<file path="src/rtl/conv_window_loader.sv">
// Serial-to-parallel window loader: packs D*F*F streamed elements (element 0 in LSBs) for the conv unit.
// WINDOW_DBUF_EN selects ping-pong window buffers; undefined gives a single buffer with a FILL/FULL FSM.
module conv_window_loader #(
  parameter int DATA_WIDTH = 16,
  parameter int D          = 1,
  parameter int F          = 5
) (
  input  logic                           clk,
  input  logic                           reset,
  input  logic                           flush,
  input  logic [DATA_WIDTH-1:0]          in_data,
  input  logic                           in_valid,
  output logic                           in_ready,
  output logic [D*F*F*DATA_WIDTH-1:0]    out_window,
  output logic                           out_valid,
  input  logic                           out_ready,
  output logic [$clog2(D*F*F+1)-1:0]     fill_count
);

  localparam int N  = D * F * F;
  localparam int CW = $clog2(N + 1);
  localparam int WW = N * DATA_WIDTH;
  localparam logic [CW-1:0] LAST = CW'(N - 1);

  logic          in_fire;
  logic          out_fire;
  logic [CW-1:0] cnt_q, cnt_d;

  assign in_fire    = in_valid && in_ready;
  assign out_fire   = out_valid && out_ready;
  assign fill_count = cnt_q;

`ifdef WINDOW_DBUF_EN

  logic [WW-1:0] buf_q [2];
  logic [WW-1:0] buf_d [2];
  logic [1:0]    full_q, full_d;
  logic          wr_sel_q, wr_sel_d;
  logic          rd_sel_q, rd_sel_d;

  // Filling always targets wr_sel; if that buffer is still full, both are full.
  assign in_ready   = !full_q[wr_sel_q] && !reset;
  assign out_valid  = full_q[rd_sel_q];
  assign out_window = buf_q[rd_sel_q];

  always_comb begin
    buf_d[0] = buf_q[0];
    buf_d[1] = buf_q[1];
    full_d   = full_q;
    wr_sel_d = wr_sel_q;
    rd_sel_d = rd_sel_q;
    cnt_d    = cnt_q;
    if (out_fire) begin
      full_d[rd_sel_q] = 1'b0;
      rd_sel_d         = ~rd_sel_q;
    end
    if (flush) begin
      cnt_d = '0;
    end else if (in_fire) begin
      buf_d[wr_sel_q][DATA_WIDTH*int'(cnt_q) +: DATA_WIDTH] = in_data;
      if (cnt_q == LAST) begin
        full_d[wr_sel_q] = 1'b1;
        wr_sel_d         = ~wr_sel_q;
        cnt_d            = '0;
      end else begin
        cnt_d = cnt_q + 1'b1;
      end
    end
  end

  always_ff @(posedge clk or posedge reset) begin
    if (reset) begin
      for (int i = 0; i < 2; i++) buf_q[i] <= '0;
      full_q   <= '0;
      wr_sel_q <= 1'b0;
      rd_sel_q <= 1'b0;
      cnt_q    <= '0;
    end else begin
      for (int i = 0; i < 2; i++) buf_q[i] <= buf_d[i];
      full_q   <= full_d;
      wr_sel_q <= wr_sel_d;
      rd_sel_q <= rd_sel_d;
      cnt_q    <= cnt_d;
    end
  end

`else

  typedef enum logic {FILL, FULL} state_t;

  state_t        state_q, state_d;
  logic [WW-1:0] win_q, win_d;

  assign in_ready   = (state_q == FILL) && !reset;
  assign out_valid  = (state_q == FULL);
  assign out_window = win_q;

  always_comb begin
    state_d = state_q;
    win_d   = win_q;
    cnt_d   = cnt_q;
    case (state_q)
      FILL: begin
        // flush wins over a same-cycle transfer; the element is dropped
        if (flush) begin
          cnt_d = '0;
        end else if (in_fire) begin
          win_d[DATA_WIDTH*int'(cnt_q) +: DATA_WIDTH] = in_data;
          if (cnt_q == LAST) begin
            cnt_d   = '0;
            state_d = FULL;
          end else begin
            cnt_d = cnt_q + 1'b1;
          end
        end
      end
      FULL: begin
        if (out_ready) state_d = FILL;
      end
      default: state_d = FILL;
    endcase
  end

  always_ff @(posedge clk or posedge reset) begin
    if (reset) begin
      state_q <= FILL;
      win_q   <= '0;
      cnt_q   <= '0;
    end else begin
      state_q <= state_d;
      win_q   <= win_d;
      cnt_q   <= cnt_d;
    end
  end

`endif

endmodule

</file>
<file path="config.mk">
export PLATFORM = sky130hd
export DESIGN_NAME = conv_window_loader
export DESIGN_NICKNAME = d
export VERILOG_FILES = /design/src/rtl/conv_window_loader.sv
export SDC_FILE = /design/constraint.sdc
export NUM_CORES = 1
export LEC_CHECK = 0
export CAP_MARGIN = 20
export CORE_MARGIN = 5
export CORE_UTILIZATION = 30
export CTS_BUF_LIST = sky130_fd_sc_hd__clkbuf_8
export DETAILED_ROUTE_END_ITERATION = 12
export SETUP_SLACK_MARGIN = 0.05
export SYNTH_ARGS = -nofsm -noshare
export SYNTH_HDL_FRONTEND = slang
export SYNTH_SLANG_ARGS = --single-unit
</file>
<file path="constraint.sdc">
create_clock -name clk -period 15.85 [get_ports clk]
set_clock_uncertainty 0.15 [all_clocks]
set_input_delay 3.17 -clock clk [delete_from_list [all_inputs] [get_ports clk]]
set_output_delay 3.17 -clock clk [all_outputs]
set_load 0.03 [all_outputs]
</file>
== Word-level counts from Yosys, hierarchy flattened ==
Cells that the tools add are included.
Widths: inputs -> output; s select.

* Add/subtract/negate cells: 2
* Equality and inequality tests: 1
* Shift-type cells: 2
* Mux-type cells: 9
* Bitwise gates (word level): 2
* Reductions and logical operators: 6

{| class="wikitable"
|+ Operators by type and width
! kind !! number
|-
| $bwmux 400 || 1
|-
| $shift 16x33->400 const A || 1
|-
| $shiftx 16x33->400 || 1
|-
| $neg 9->33 || 1
|-
| $mux 5 || 3
|-
| $add 5x1->5 const B || 1
|-
| $eq 5x5->1 const B || 1
|-
| $mux 1 || 4
|-
| $reduce_and 3->1 || 1
|-
| $logic_and 1x1->1 || 2
|-
| $not 1->1 || 2
|-
| $pmux 1 s2 || 1
|-
| $reduce_and 2->1 || 1
|-
| $reduce_bool 2->1 || 1
|-
| $logic_not 1->1 || 1
|}

* Register bits: 406
* Bits of input ports: 21

== Longest topological paths before layout ==
* Depth in word-level cells: 6
* Mapped depth: 14
* Depth with buffers taken out: 8

== Least setup slack after synthesis ==
OpenSTA, ideal clock, no wires.

* Kind: input to output
* Start point: input port reset
* End point: output port in_ready
* Data arrival time: 3572 ps
* Setup slack: 8958 ps
* Cell stages on the path: 1
* Path buffers: 0
* Cell sequence: nor2_1

* Word-level cells in the longest chain between the ends: 2

{| class="wikitable"
|+ Ends and longest elaborated chain
! what !! RTL line !! RTL
|-
| start, declared || 9 || <nowiki>input logic reset,</nowiki>
|-
| $logic_not 1->1 (no line) || -- ||
|-
| $logic_and 1x1->1 || 94 || <nowiki>assign in_ready = (state_q == FILL) && !reset;</nowiki>
|-
| end, declared || 13 || <nowiki>output logic in_ready,</nowiki>
|}

Every way passes these cells.

== Worst setup path after layout ==
Ends and elaborated chain as after synthesis.

==> summary.md <==
| Metric | Value |
|---|---|
| Status | `complete, no violations` |
| Worst flop-to-flop path endpoint | `out_window[372]` |
| Fillers | `5,501` |
| Simple-Gate Fraction of Synth Area | `12.05%` |
| Cell area after layout | `24,440 um^2` |
| Post-synthesis adder-cell area fraction | `0.2106%` |
| Mean post-synth cell area | `13.23 um^2` |
| Layout cells sized above 1 | `27.67%` |
| Fmax | `125.6 MHz` |
| Hold WC Path Type | `reg2reg` |
| Total congestion overflow | `0` |
| Place WS | `7.874 ns` |
| Initial Util | `30.26%` |
| Most used cell, CP | `clkdlybuf4s50_1` |
| Reg2reg start | `fill_count[0]` |
| Critical path buffers and inverters | `2` |
| Post-CTS setup buffers | `0` |
| DRT Pass-1 Iters | `4` |
| Post-DP HPWL | `41,510 um` |
| Least-Margin Pin Slew | `1.115 ns` |
| Crit path max-delay family | `buffers and inverters` |
| Die Footprint | `64,390 um^2` |
| Multiplexer share of the synthesized area | `24.99%` |
| Flops & latches, synth | `406` |
| R2R depth | `6` |
| Crit path launch type | `input port` |
| GPL Wtd Cong | `0.7655` |
| Placed instance count | `2,479` |
| Die Wd | `253.8 um` |
| Detailed-route via count | `12,810` |
| Worst-path cell chain | `clkdlybuf4s50_1 > nor2_1 > clkdlybuf4s50_1` |
| Final cell count without fillers | `2,606` |
| Worst IR Drop VDD | `67.09 uV` |
| Hold buffer count at CTS | `0` |
| Hold WS | `0.3515 ns` |
| Ys flop type | `dfrtp_1` |
| Row count | `89` |
| Crit-path slowest cell | `clkdlybuf4s50_1` |
| Syn_nets | `1,371` |
| Unrepaired setup endpoints after global routing | `false` |
| Clock buffer depth | `3` |
| First-pass GRT wire length | `91,200 um` |
| Reg2reg setup slack | `11.38 ns` |
| CP endpoint | `in_ready` |
| Antenna violations before repair | `11` |
| PortBufs | `427` |
| Tot GR Track Use | `18.98%` |
| Xor/xnor share of the synthesized area | `0.09827%` |
| Post_cts resized | `0` |
| Max incr delay on CP | `0.70 ns` |
| Compound-gate portion of the synthesized area | `0.9897%` |
| Final net count | `1,807` |
| Detail Route Antenna Nets | `0` |
| Max H-tree Level | `3` |
| Tmin final | `7.959 ns` |
| Synth warn | `0` |
| Sink Count | `406` |
| Total Routed Length | `63,010 um` |
| Max-cap violations | `0` |
| Crit share post-route | `50.21%` |
| Required @ worst endpoint | `12.53 ns` |
| Residual DRC | `0` |
| Die height | `253.8 um` |
| Slew HR | `25.44%` |
| Final setup TNS | `0 ns` |
| Setup CP Type | `in2out` |
| Endpoints failing hold | `0` |
| Worst-Skew Late Latency | `0.64 ns` |
| Leak Pwr | `11.82 nW` |
| Post-synth EDFFs | `0` |
| Syn Inst Count | `1,347` |
| WL per Instance | `24.18 um` |
| CP Max Fanout | `5` |
| 1st-iter DRT viols | `622` |
| Clock edge transition at the registers on the reported setup and hold paths | `0.05 ns` |
| CP Depth | `3` |
| Async SR Flop Fraction | `100.0%` |
| Crit path arrival time | `4.64 ns` |
| Cts bufs inserted | `74` |
| Placed cell area | `22,950 um^2` |
| I/O pin count | `428` |
| Pin count of the biggest net entering global routing | `162` |
| Cell variety after synth | `56` |
| Vias per inst | `4.916` |
| Clk root buf | `clkbuf_8` |
| Sequential fraction of the synthesis area | `56.99%` |
| Worst setup margin | `7.891 ns` |
| Main combinational cell family by area after synthesis | `multiplexers` |
| Post-Syn Area | `17,830 um^2` |
| Final count of negative-setup-slack endpoints | `0` |
| Setup crit start | `reset` |
| Synthesis-to-finish area growth | `37.12%` |
| PwrDens | `94.13 nW/um^2` |
| CTS tree | `built` |
| Core ar. | `58,910 um^2` |
| Final Max Tran Viols | `0` |
| CP endpoint kind | `output pin` |
| Vias in the first global route | `13,230` |
==> synth_stat cells (all sizes together) (2+ instances only) <==
library cell / n / area (um^2)
or4: 2 / 15.01
and4: 2 / 17.52
nand2b: 4 / 25.02
mux2i: 70 / 700.7
and2: 64 / 400.4
clkbuf: 66 / 271.5
o31ai: 3 / 22.52
a211oi: 4 / 40.03
and3: 126 / 795.8
nand2: 28 / 105.1
ha: 3 / 37.54
buf: 39 / 261.5
nor3: 10 / 81.33
mux2: 330 / 3754
nand3: 8 / 55.05
a21oi: 3 / 15.01
or3: 3 / 18.77
inv: 77 / 289.0
o21ai: 9 / 45.04
dfrtp: 406 / 10160
nor2: 6 / 22.52
or4b: 2 / 23.77
nor4b: 3 / 26.28
nor2b: 4 / 25.02
nand4: 52 / 344.1
nor4: 7 / 125.1
nor3b: 4 / 35.03
==> cells by family after synthesis <==
| family | Yosys count |
|---|---|
| XOR/XNOR | 2 |
| flip-flops | 406 |
| multiplexers | 400 |
| AO/OA/AOI/OAI | 24 |
| adder cells (fa/ha/maj) | 3 |
| buffers and inverters | 183 |
| AND/OR/NAND/NOR | 329 |
==> routing by layer <==
layer / wire length, um / share of wire [%] / global-route usage [%]
met5: 0 / 0 / 0
met3: 5112 / 8.1 / 5.762
met1: 26140 / 41 / 24.65
met2: 30230 / 48 / 30.59
met4: 1529 / 2.4 / 6.106
==> registers in the layout, indices dropped and copies added, names as in the netlist <==
register / flops
out_window: 400
out_valid: 1
fill_count: 5
==> layout by cell type (no fill, tap or decap), types with 4 or more instances in the layout <==
cell,count
nand4_1,49
nand2_1,28
nand3_1,5
and3_2,6
and3_1,120
clkdlybuf4s50_1,427
mux2_4,10
mux2_2,320
nor2_1,5
dfrtp_1,406
mux2i_1,70
diode_2,4
clkbuf_8,96
nor4_4,6
o21ai_0,8
nor3_1,5
buf_4,35
inv_1,99
nand2b_1,4
and2_1,64
==> final cells by class <==
type	instances	area, um^2	share of cell area, %
timing repair buffer	466	4627	18.93
clock buffer	96	1321	5.405
multi-input combinational	758	6930	28.35
clock inverter	26	131.4	0.5375
antenna	4	10.01	0.04095
tap	773	967.2	3.957
inverter	77	296.5	1.213
sequential	406	10160	41.56
==> stage by stage <==
step,power [mW],util (%)
finish,2.301,41.49
global route,2.402,41.48
CTS,2.343,41.43
detailed placement,1.339,38.96
global placement,1.335,38.89
floorplan,1.221,-
==> power by group <==
group          switching, mW  leakage, nW  total [mW]  internal, mW
registers             0.0121         5.29        1.07          1.05
clock network          0.432        0.827       0.984         0.551
logic                  0.178         5.70       0.251        0.0725
total                  0.623         11.8        2.30          1.68
==> worst min-delay path by stage <==
stage	start	endpoint	slack (ns)	depth (start not counted)
2_1_floorplan	out_window[144]	out_window[144]	0.50	2
4_1_cts	out_window[314]	out_window[314]	0.36	1
6_report	out_window[285]	out_window[285]	0.35	1
3_5_place_dp	out_window[314]	out_window[314]	0.34	1
5_1_grt	out_window[205]	out_window[205]	0.36	1
3_3_place_gp	out_window[60]	out_window[60]	0.34	1
==> worst reg2reg max path, delay by kind of cell (launching register included) <==
| family | cells | cell delay, ns |
|---|---|---|
| buffers and inverters | 1 | 0.15 |
| muxes | 1 | 0.49 |
| and+or+nand+nor | 3 | 2.21 |
| adders and majority gates | 1 | 0.50 |
| DFF | 1 | 0.83 |
(Power assumes the default switching activity.)
